==> src/rtl/reg_xfer_arbiter.sv <==
// Round-robin arbiter and sequencer for register-to-register moves on the shared
// register-file bus. One move at a time: read the source onto the bus, latch the word,
// then write it into the destination. Self-moves skip the write phase.
module reg_xfer_arbiter #(
  parameter int unsigned WIDTH = 16,
  parameter int unsigned NREGS = 8,
  parameter int unsigned NREQ  = 4,
  localparam int unsigned IW = $clog2(NREGS),
  localparam int unsigned GW = (NREQ > 1) ? $clog2(NREQ) : 1
) (
  input  logic                 clk,
  input  logic                 rst,
  input  logic [NREQ-1:0]      req,
  input  logic [NREQ*IW-1:0]   req_src,
  input  logic [NREQ*IW-1:0]   req_dst,
  output logic [NREQ-1:0]      ack,
  output logic                 busy,
  output logic [NREGS-1:0]     sel_n,
  output logic                 we_n,
  input  logic [WIDTH-1:0]     bus_in,
  output logic [WIDTH-1:0]     bus_out,
  output logic                 bus_oe
);

  typedef enum logic [1:0] {StIdle, StRd, StWr, StDone} state_e;

  state_e           state_q, state_d;
  logic [GW-1:0]    rr_q, rr_d;
  logic [GW-1:0]    gnt_q, gnt_d;
  logic [GW-1:0]    pick;
  logic             any_req;
  logic [IW-1:0]    src_q, src_d;
  logic [IW-1:0]    dst_q, dst_d;
  logic [WIDTH-1:0] hold_q, hold_d;

  // Pick the first requester at or after rr_q, wrapping; walk downward so the
  // smallest offset from the pointer is the last (winning) assignment.
  always_comb begin
    pick    = rr_q;
    any_req = 1'b0;
    for (int k = int'(NREQ) - 1; k >= 0; k--) begin
      if (req[(int'(rr_q) + k) % int'(NREQ)]) begin
        pick    = GW'((int'(rr_q) + k) % int'(NREQ));
        any_req = 1'b1;
      end
    end
  end

  // Next-state: requests and indices are only sampled in idle.
  always_comb begin
    state_d = state_q;
    rr_d    = rr_q;
    gnt_d   = gnt_q;
    src_d   = src_q;
    dst_d   = dst_q;
    hold_d  = hold_q;
    unique case (state_q)
      StIdle: begin
        if (any_req) begin
          gnt_d   = pick;
          src_d   = req_src[int'(pick)*IW +: IW];
          dst_d   = req_dst[int'(pick)*IW +: IW];
          state_d = StRd;
        end
      end
      StRd: begin
        hold_d  = bus_in;
        state_d = (src_q == dst_q) ? StDone : StWr;
      end
      StWr: begin
        state_d = StDone;
      end
      StDone: begin
        rr_d    = (int'(gnt_q) == int'(NREQ) - 1) ? '0 : gnt_q + 1'b1;
        state_d = StIdle;
      end
      default: begin
        state_d = StIdle;
      end
    endcase
  end

  // Outputs decoded purely from registered state; no input reaches an output.
  always_comb begin
    ack     = '0;
    busy    = (state_q != StIdle);
    sel_n   = '1;
    we_n    = 1'b1;
    bus_oe  = 1'b0;
    bus_out = '0;
    unique case (state_q)
      StRd: begin
        sel_n[src_q] = 1'b0;
      end
      StWr: begin
        sel_n[dst_q] = 1'b0;
        we_n         = 1'b0;
        bus_oe       = 1'b1;
        bus_out      = hold_q;
      end
      StDone: begin
        ack[gnt_q] = 1'b1;
      end
      default: begin
      end
    endcase
  end

  // State register with synchronous reset; reset discards any move in flight.
  always_ff @(posedge clk) begin
    if (rst) begin
      state_q <= StIdle;
      rr_q    <= '0;
      gnt_q   <= '0;
      src_q   <= '0;
      dst_q   <= '0;
      hold_q  <= '0;
    end else begin
      state_q <= state_d;
      rr_q    <= rr_d;
      gnt_q   <= gnt_d;
      src_q   <= src_d;
      dst_q   <= dst_d;
      hold_q  <= hold_d;
    end
  end

endmodule

==> config.mk <==
export PLATFORM = sky130hd
export DESIGN_NAME = reg_xfer_arbiter
export DESIGN_NICKNAME = d
export VERILOG_FILES = /design/src/rtl/reg_xfer_arbiter.sv
export SDC_FILE = /design/constraint.sdc
export NUM_CORES = 1
export LEC_CHECK = 0
export ABC_AREA = 1
export CAP_MARGIN = 20
export CORE_AREA = 10 10 79 81
export DETAILED_ROUTE_END_ITERATION = 8
export DIE_AREA = 0 0 89 91
export GPL_TIMING_DRIVEN = 0
export PLACE_DENSITY = 0.79
export SLEW_MARGIN = 10
export SYNTH_ARGS = -nofsm -noshare
export SYNTH_HDL_FRONTEND = slang
export SYNTH_SLANG_ARGS = --single-unit
==> constraint.sdc <==
create_clock -name clk -period 1.7 [get_ports clk]
set_clock_uncertainty 0.05 [all_clocks]
set_input_delay 0.17 -clock clk [delete_from_list [all_inputs] [get_ports clk]]
set_output_delay 0.17 -clock clk [all_outputs]
set_load 0.1 [all_outputs]
---- Word-level counts from Yosys, hierarchy flattened ----
Cells that the tools add are included.
word-level totals
  register bits after elaboration ......... 28
  input bits .............................. 46
  output and inout port bits .............. 31
  word-level logic and storage cells ...... 77
cells by class
  add/sub/neg operators ................... 4
  $mul .................................... 1
  $lt $le $gt $ge ......................... 10
  eq/ne operators ......................... 6
  shift-type cells ........................ 2
  muxes and demuxes ....................... 34
  bitwise gates (word level) .............. 5
  reductions and logical operators ........ 9
operators by type and width
  operator                                                           number
  variable part select 12 x 5 -> 3 bit                               2
  < comparator 3 x 4 -> 1 bit, second input constant                 5
  2-to-1 mux 1 bit                                                   17
  2-to-1 mux 16 bit                                                  1
  NOT 8 bit                                                          2
  case mux 8 bit (2 select lines)                                    1
  2-to-1 mux 2 bit                                                   6
  binary-select mux 1 bit (select 2 bit)                             4
  case mux 2 bit (4 select lines)                                    1
  demux 1 bit (select 3 bit)                                         2
  greater-or-equal comparator 3 x 1 -> 1 bit, second input constant  2
  < comparator 2 x 3 -> 1 bit, second input constant                 2
  OR reduction 2 bit                                                 3
  adder 2 x 1 -> 2 bit, second input constant                        2
  adder 2 bit, second input constant                                 2
  equality test 2 x 1 -> 1 bit, second input constant                2
  equality test 2 bit, second input constant                         2
  multiplier 2 x 2 -> 4 bit, second input constant                   1
  2-to-1 mux 4 bit                                                   1
  bitwise AND 1 bit, first input constant                            3
  equality test 3 bit                                                1
  logical AND 1 bit                                                  3
  demux 1 bit (select 2 bit)                                         1
  greater-or-equal comparator 2 x 1 -> 1 bit, second input constant  1
  other kinds (4)                                                    4

---- Depth between registers and ports, before layout ----
Gate-level depths: netlist (run 1).
  depth in word-level cells ............... 12
  gate-level depth with buffers ........... 15
  depth with buffers taken out ............ 14

---- Least setup slack after synthesis (run 1) ----
Ideal clock, no wire load.
  path kind ............................... register -> output
  start ................................... register state_q[0]
  end ..................................... output sel_n[3]
  data arrival time ....................... 2.449 ns
  required time ........................... 1.480 ns
  setup slack ............................. -0.969 ns
  stages on the path, launching flop included .. 6
  buffers on the path ..................... 1
  cell sequence ........................... dfxtp_1 inv_1 ha_1 clkbuf_1 o21ai_0 nand3_1
on the way
  word-level cells in the longest chain between the ends .. 2
  elaborated cells between the ends (all ways) .. 3
  classes of those cells .................. 2 x eq/ne; 1 x mux
ends and longest elaborated chain
  item                                                                 RTL line  RTL
  from (decl)                                                          27        state_e state_q, state_d;
  from (signal assigned)                                               112       state_q <= StIdle;
  from (signal assigned)                                               119       state_q <= state_d;
  equality test 2 bit or equality test 2 x 1 -> 1 bit (tied branches)  91        unique case (state_q)
  case mux 8 bit (2 select lines) *                                    91
  to (decl)                                                            18        output logic [NREGS-1:0] sel_n,
Every way passes the cells marked *; elsewhere a longest branch is shown, timed or not.

---- Worst setup path after layout (run 1) ----
  start ................................... register src_q[0]
  end ..................................... output sel_n[3]
on the way
  word-level cells in the longest chain between the ends .. 6
  elaborated cells between the ends (all ways) .. 7
  classes of those cells .................. 2 x order compare; 3 x mux; 1 x bitwise; 1 x reduce/logical
ends and longest elaborated chain
  item                                                                                                             RTL line  RTL
  from (decl)                                                                                                      32        logic [IW-1:0] src_q, src_d;
  from (signal assigned)                                                                                           122       src_q <= src_d;
  < comparator 3 x 4 -> 1 bit (not written as such) or greater-or-equal comparator 3 x 1 -> 1 bit (tied branches)  93        sel_n[src_q] = 1'b0;
  logical AND 1 bit (not written as such)                                                                          93
  2-to-1 mux 1 bit (not written as such)                                                                           93
  demux 1 bit (select 3 bit) *                                                                                     93
  NOT 8 bit (no line) *                                                                                            n/a
  case mux 8 bit (2 select lines) *                                                                                91
Marks and branches as above.

==> flow_metrics.py, run 1 <==
metrics = {
    "critical_path": {
        "cp.arrival_ns": 1.54,
        "cpPeakStageDelay_ns": 0.51,
        "path_class": "flip-flop to output pin",
        "cp-start-kind": "flip-flop",
        "crit_fanout": 8,
        "rr_startpoint": "rr_q[0]$_SDFFE_PP0P_",
        "cp.required_ns": 1.48,
        "cp_slowest_cell": "dfxtp_2",
        "end_kind": "output pin",
        "path_cells": "inv_1, o21ai_2, nand3_4, buf_12",
        "critPathLaunch": "src_q[0]$_SDFFE_PP0P_",
    },
    "yosys": {
        "yosysTopAreaCell": "dfxtp_1",
        "ys_warn_count": 0,
        "async_flop_share_pct": 0,
        "syn-instance-count": 320,
        "synthTopCellsByArea": "dfxtp_1 (27%), nand2_1 (13%), o21ai_0 (10%)",
        "synth_edf_count": 0,
        "yosysUniqueCellTypes": 24,
        "netlist_area_um2": 2060,
        "synthFlopType": "dfxtp_1",
        "yosys_register_bits": 28,
        "synth_nets": 375,
        "syn_area_per_cell_um2": 6.43,
        "yosysSeqAreaShare_pct": 27.3,
        "synth_top_area_share_pct": 27.3,
    },
    "clock_tree": {
        "cts_inserted_buffers": 3,
        "clock-sinks": 28,
        "cts-htree-levels": 1,
        "path_clk_slew_ns": 0.10,
        "clkLatencyLatePin_ns": 0.28,
        "cts_tree": "done",
        "cts_buffer_depth": 2,
        "cts_root_buf": "clkbuf_8",
    },
    "cells_and_area": {
        "design_area_um2": 3860,
        "layout-drive-gt1-share_pct": 44.6,
        "area_growth_pct": 87.8,
        "antenna_cells": 0,
        "fin_util_pct": 82.9,
        "nets": 469,
        "final_cell_count_no_fill": 467,
    },
    "timing": {
        "setup_violations": 7,
        "max_freq_mhz": 567,
        "whs_ns": 0.416,
        "rsz0062_at_grt": "yes",
        "final.min_clock_period_ns": 1.76,
        "tightest_slew_ns": 0.502,
        "hold_viol": 0,
        "worst_slack_ns": -0.0634,
        "slew_headroom_pct": 66.6,
        "layout_worst_path_cycle_share_pct": 104,
        "slew_violations": 0,
    },
    "place": {
        "place.detailed.hpwl_mm": 4.71,
        "gp_congestion": 0.844,
        "place_area_um2": 3090,
        "io_buffers": 76,
        "dp.cells": 450,
    },
    "routing": {
        "dr.pass1.iters": 4,
        "vias": 2482,
        "wirelength_mm": 7.45,
        "drc": 0,
        "ant_nets": 0,
        "drt-initial-drc-count": 170,
        "viasPerCell": 5.31,
        "wire_per_inst_um": 15.9,
    },
    "grt": {
        "grt_pass1_vias": 2380,
        "track_usage_pct": 15.7,
        "grt_pass1_wl_mm": 10.8,
        "grt_start_max_net_pins": 16,
        "antenna_found_initial": 0,
        "overflow": 0,
    },
    "power_and_ir_drop": {
        "ir_worst_vdd_mv": 1.34,
        "internal-power_mw": 3.48,
        "clock_power_share_pct": 5.2,
        "power_mw": 8.12,
        "pwr-share-comb_pct": 79.4,
        "switching_power_mw": 4.63,
        "seq_power_share_pct": 15.4,
        "powerDensity_nw_per_um2": 2100,
        "swShare_pct": 57.1,
        "p_leak_nw": 1.59,
    },
    "outcome": {
        "violations": "setup timing",
        "status": "finished with violations",
    },
    "floorplan": {
        "die_w_um": 89,
        "coreArea_um2": 4660,
        "dieArea_um2": 8100,
        "rows": 25,
        "initial_core_util_pct": 44.1,
        "die_h_um": 91,
        "top_level_ports": 77,
    },
    "flow_run": {
        "drv_cap": 0,
    },
    "min_path": {
        "min_from": "bus_in[11]",
        "hold_path_class": "input port to flip-flop",
    },
}
==> cell families (layout without fill, tap and decap cells) <==
logic type / after synthesis / in the layout / synth area share (%)
buffers and inverters: 58 / 151 / 12.0
AO/OA/AOI/OAI: 60 / 60 / 15.9
flip-flops: 28 / 28 / 27.3
adder cells (fa/ha/maj): 9 / 9 / 5.47
AND/OR/NAND/NOR: 165 / 165 / 39.3
==> power by group through the flow <==
stage | clock, mW | combinational [mW] | sequential [mW]
global placement | 0 | 4.83 | 1.11
global route | 0.447 | 6.78 | 1.29
detailed placement | 0 | 4.90 | 1.13
floorplan | 0 | 3.95 | 1.07
CTS | 0.418 | 5.79 | 1.14
finish | 0.418 | 6.44 | 1.25
==> layer usage <==
| metal | global-route usage [%] | share of wire (%) |
|---|---|---|
| met3 | 4.38 | 7.9 |
| met2 | 28.2 | 51 |
| met1 | 17.5 | 39 |
| met5 | 0 | 0 |
| met4 | 3.85 | 2.1 |
==> per-stage QoR <==
stage	setup slack [ns]	setup TNS, ns
finish	-0.0634	-0.164
global route	-0.144	-1.34
CTS	-0.0201	-0.0824
global placement	-1.04	-23.01
floorplan	0.0179	0
detailed placement	-1.09	-23.92
==> flip-flops by register name, summed over array words and instances, names as in the netlist <==
| register | count |
|---|---|
| rr_q | 2 |
| state_q | 2 |
| src_q | 3 |
| gnt_q | 2 |
| hold_q | 16 |
| dst_q | 3 |
==> critical path, delay by kind of cell, from the launching register on <==
family	cells	cell delay, ns
AO/OA/AOI/OAI	1	0.25
AND/OR/NAND/NOR	1	0.10
buffers and inverters	2	0.40
flip-flops	1	0.51
==> Yosys cell counts (3+ instances only) <==
cell       n
a21oi_1    8
o21ai_1    3
nand3_1   35
a21oi_2    6
nand2_4    6
clkbuf_1   8
nor2_1    37
o21ai_0   42
inv_1     39
ha_1       9
dfxtp_1   28
nand2_1   71
inv_2      5
nand2_2    9
==> repair_timing <==
| action | CTS | global route |
|---|---|---|
| hold buffers | 0 | 0 |
| pin swaps | 15 | 14 |
| buffers inserted | 6 | 9 |
| resized for setup | 302 | 79 |
| endpoints found under the hold margin | 0 | 0 |
| setup endpoints to repair | 40 | 37 |
| gates cloned | 0 | 1 |
==> placed cells by master (no fill, tap or decap), types with 7 or more instances in the layout <==
master and instances:
nand3_1 23, nand2_2 29, buf_6 9, o21ai_2 12
o21ai_0 25, clkdlybuf4s50_1 44, buf_4 12, buf_12 25
nand2_4 18, nor2_1 35, a21oi_2 7, nand2_1 39
nand3_4 10, dfxtp_1 22, clkinvlp_4 19, a21oi_1 7
inv_1 19
==> layout make-up <==
cell class,count,area [um^2]
plain buffers,8,78.8
well taps,54,67.6
multi-input cells,234,1660
inverters,47,280
fillers,277,798
flip-flops and latches,28,578
clock buffers,4,55.1
repair buffers,92,1140
==> final timing paths <==
kind / end / slack, ns / depth (start not counted)
worst max-delay path: sel_n[3] / -0.06 / 4
worst min-delay path: hold_q[11]$_SDFFE_PP0P_ / 0.42 / 3
worst max register to register: dst_q[0]$_SDFFE_PP0P_ / -0.01 / 13
worst min register to register: hold_q[2]$_SDFFE_PP0P_ / 0.48 / 2
No activity file was read; power rests on OpenSTA's default activity.
==> run 2, diff against run 1 <==
SKIP_LAST_GASP = 1   (was default)
==> flow_metrics.py, run 2 (synthesis gave the netlist of run 1 again) <==
metrics = {
    "outcome": {
        "status": "finished with violations",
        "violations": "setup timing",
    },
    "clock_tree": {
        "cts-htree-levels": 1,
        "path_clk_slew_ns": 0.09,
        "clkLatencyLatePin_ns": 0.27,
        "cts_hold_buffers": 0,
        "cts_inserted_buffers": 3,
        "cts_tree": "done",
        "clock-sinks": 28,
        "cts_buffer_depth": 2,
        "cts_root_buf": "clkbuf_8",
    },
    "cells_and_area": {
        "multi_input_area_um2": 1650,
        "antenna_cells": 0,
        "area_growth_pct": 85.3,
        "layout_commonest_cell": "clkdlybuf4s50_1",
        "top_regs": "hold_q x16, dst_q x3, src_q x3",
        "fill_cells": 291,
        "fin_util_pct": 81.8,
        "layout_common_cells": "clkdlybuf4s50_1 (44), nand2_1 (39), nor2_1 (35)",
        "design_area_um2": 3810,
        "final_cell_count_no_fill": 469,
        "largest_reg_flops": 16,
        "nets": 471,
        "final-seq-area_um2": 578,
        "largest_register": "hold_q",
        "layout-drive-gt1-share_pct": 45.3,
    },
    "routing": {
        "vias": 2438,
        "wirelength_mm": 7.17,
        "drc": 0,
        "wire_per_inst_um": 15.3,
        "viasPerCell": 5.20,
        "dr.pass1.iters": 4,
        "drt-initial-drc-count": 110,
        "ant_nets": 0,
    },
    "power_and_ir_drop": {
        "clock_power_share_pct": 5.1,
        "p_leak_nw": 1.59,
        "internal-power_mw": 3.46,
        "seq_power_share_pct": 15.5,
        "switching_power_mw": 4.57,
        "ir_worst_vdd_mv": 1.23,
        "pwr-share-comb_pct": 79.4,
        "powerDensity_nw_per_um2": 2110,
        "swShare_pct": 56.9,
    },
    "critical_path": {
        "critPathBufInv": 2,
        "cp-start-kind": "flip-flop",
        "path_cells": "inv_1, o21ai_4, nand3_4, buf_12",
        "rr_startpoint": "rr_q[0]$_SDFFE_PP0P_",
        "end_kind": "output pin",
        "cp_slowest_cell": "dfxtp_2",
        "cp.required_ns": 1.48,
        "cp.arrival_ns": 1.50,
        "critPathLaunch": "src_q[0]$_SDFFE_PP0P_",
        "crit_fanout": 8,
        "cpPeakStageDelay_ns": 0.48,
        "cp_top_family": "flip-flops",
        "path_class": "flip-flop to output pin",
    },
    "timing": {
        "whs_ns": 0.430,
        "slew_violations": 0,
        "worst_slack_ns": -0.0186,
        "hold_viol": 0,
        "tightest_slew_ns": 0.503,
        "final.min_clock_period_ns": 1.72,
        "setup_violations": 1,
        "slew_headroom_pct": 66.7,
        "layout_worst_path_cycle_share_pct": 101,
        "finalSetupTns_ns": -0.0186,
        "max_freq_mhz": 582,
        "rsz0062_at_grt": "yes",
    },
    "floorplan": {
        "die_h_um": 91,
        "rows": 25,
        "die_w_um": 89,
        "top_level_ports": 77,
        "dieArea_um2": 8100,
        "initial_core_util_pct": 44.1,
        "coreArea_um2": 4660,
    },
    "min_path": {
        "hold_path_class": "input port to flip-flop",
        "min_from": "bus_in[11]",
    },
    "grt": {
        "track_usage_pct": 15.7,
        "overflow": 0,
        "grt_start_max_net_pins": 16,
        "grt_pass1_wl_mm": 10.7,
        "antenna_found_initial": 0,
        "grt_pass1_vias": 2360,
    },
    "place": {
        "dp.cells": 450,
        "place_area_um2": 3090,
        "place.detailed.hpwl_mm": 4.71,
        "io_buffers": 76,
        "gp_congestion": 0.844,
    },
    "flow_run": {
        "drv_cap": 0,
    },
}
[run 2: cell types whose count changed in the layout (fill, tap and decap cells not counted), sizes merged]
cell,delta
buf,+3
clkbuf,-1
[run 2: final cells by class]
type,count,share of cell area [%]
plain buffers,8,1.97
well taps,54,1.77
repair buffers,94,29.0
multi-input cells,234,43.4
inverters,47,7.29
clock buffers,4,1.44
flip-flops and latches,28,15.2
[run 2: worst register-to-register path, delay by kind of cell, from the launching register on]
family          cells  cell delay (ns)
compound gates      1             0.05
buf+inv             1             0.04
flops               1             0.48
simple gates       11             0.96
[run 2: metal layers]
metal	up-vias	track usage [%]	share of wire (%)
li1	1213	-	-
met1	1113	18.0	41
met2	96	27.4	50
met3	16	4.38	7.3
met4	0	4.24	2.1
met5	-	0	0
[run 2: per-stage QoR]
step           power (mW)  setup slack, ns
2_1_floorplan        5.02           0.0179
3_3_place_gp         5.94            -1.04
3_5_place_dp         6.03            -1.09
4_1_cts              7.32          -0.0202
5_1_grt              8.46           -0.136
6_report             8.03          -0.0186
[run 2: final timing paths]
kind              slack, ns  cells past startpoint                 endpoint
setup / recovery      -0.02                      4                 sel_n[5]
hold / removal         0.43                      3  hold_q[11]$_SDFFE_PP0P_
setup reg to reg       0.01                     13    dst_q[0]$_SDFFE_PP0P_
hold reg to reg        0.48                      2   hold_q[8]$_SDFFE_PP0P_
[run 2: repair_timing]
item / CTS / global route
setup endpoints to repair: 40 / 37
gates resized for setup: 299 / 69
gates cloned: 0 / 1
setup buffers: 6 / 11
pin swaps: 15 / 15
[run 2: power by group through the flow]
stage | Combinational [mW] | Sequential (mW) | Clock (mW)
after CTS | 5.76 | 1.14 | 0.418
after detailed placement | 4.90 | 1.13 | 0
after global routing | 6.73 | 1.28 | 0.443
after global placement | 4.83 | 1.11 | 0
after floorplan | 3.95 | 1.07 | 0
final | 6.38 | 1.24 | 0.411
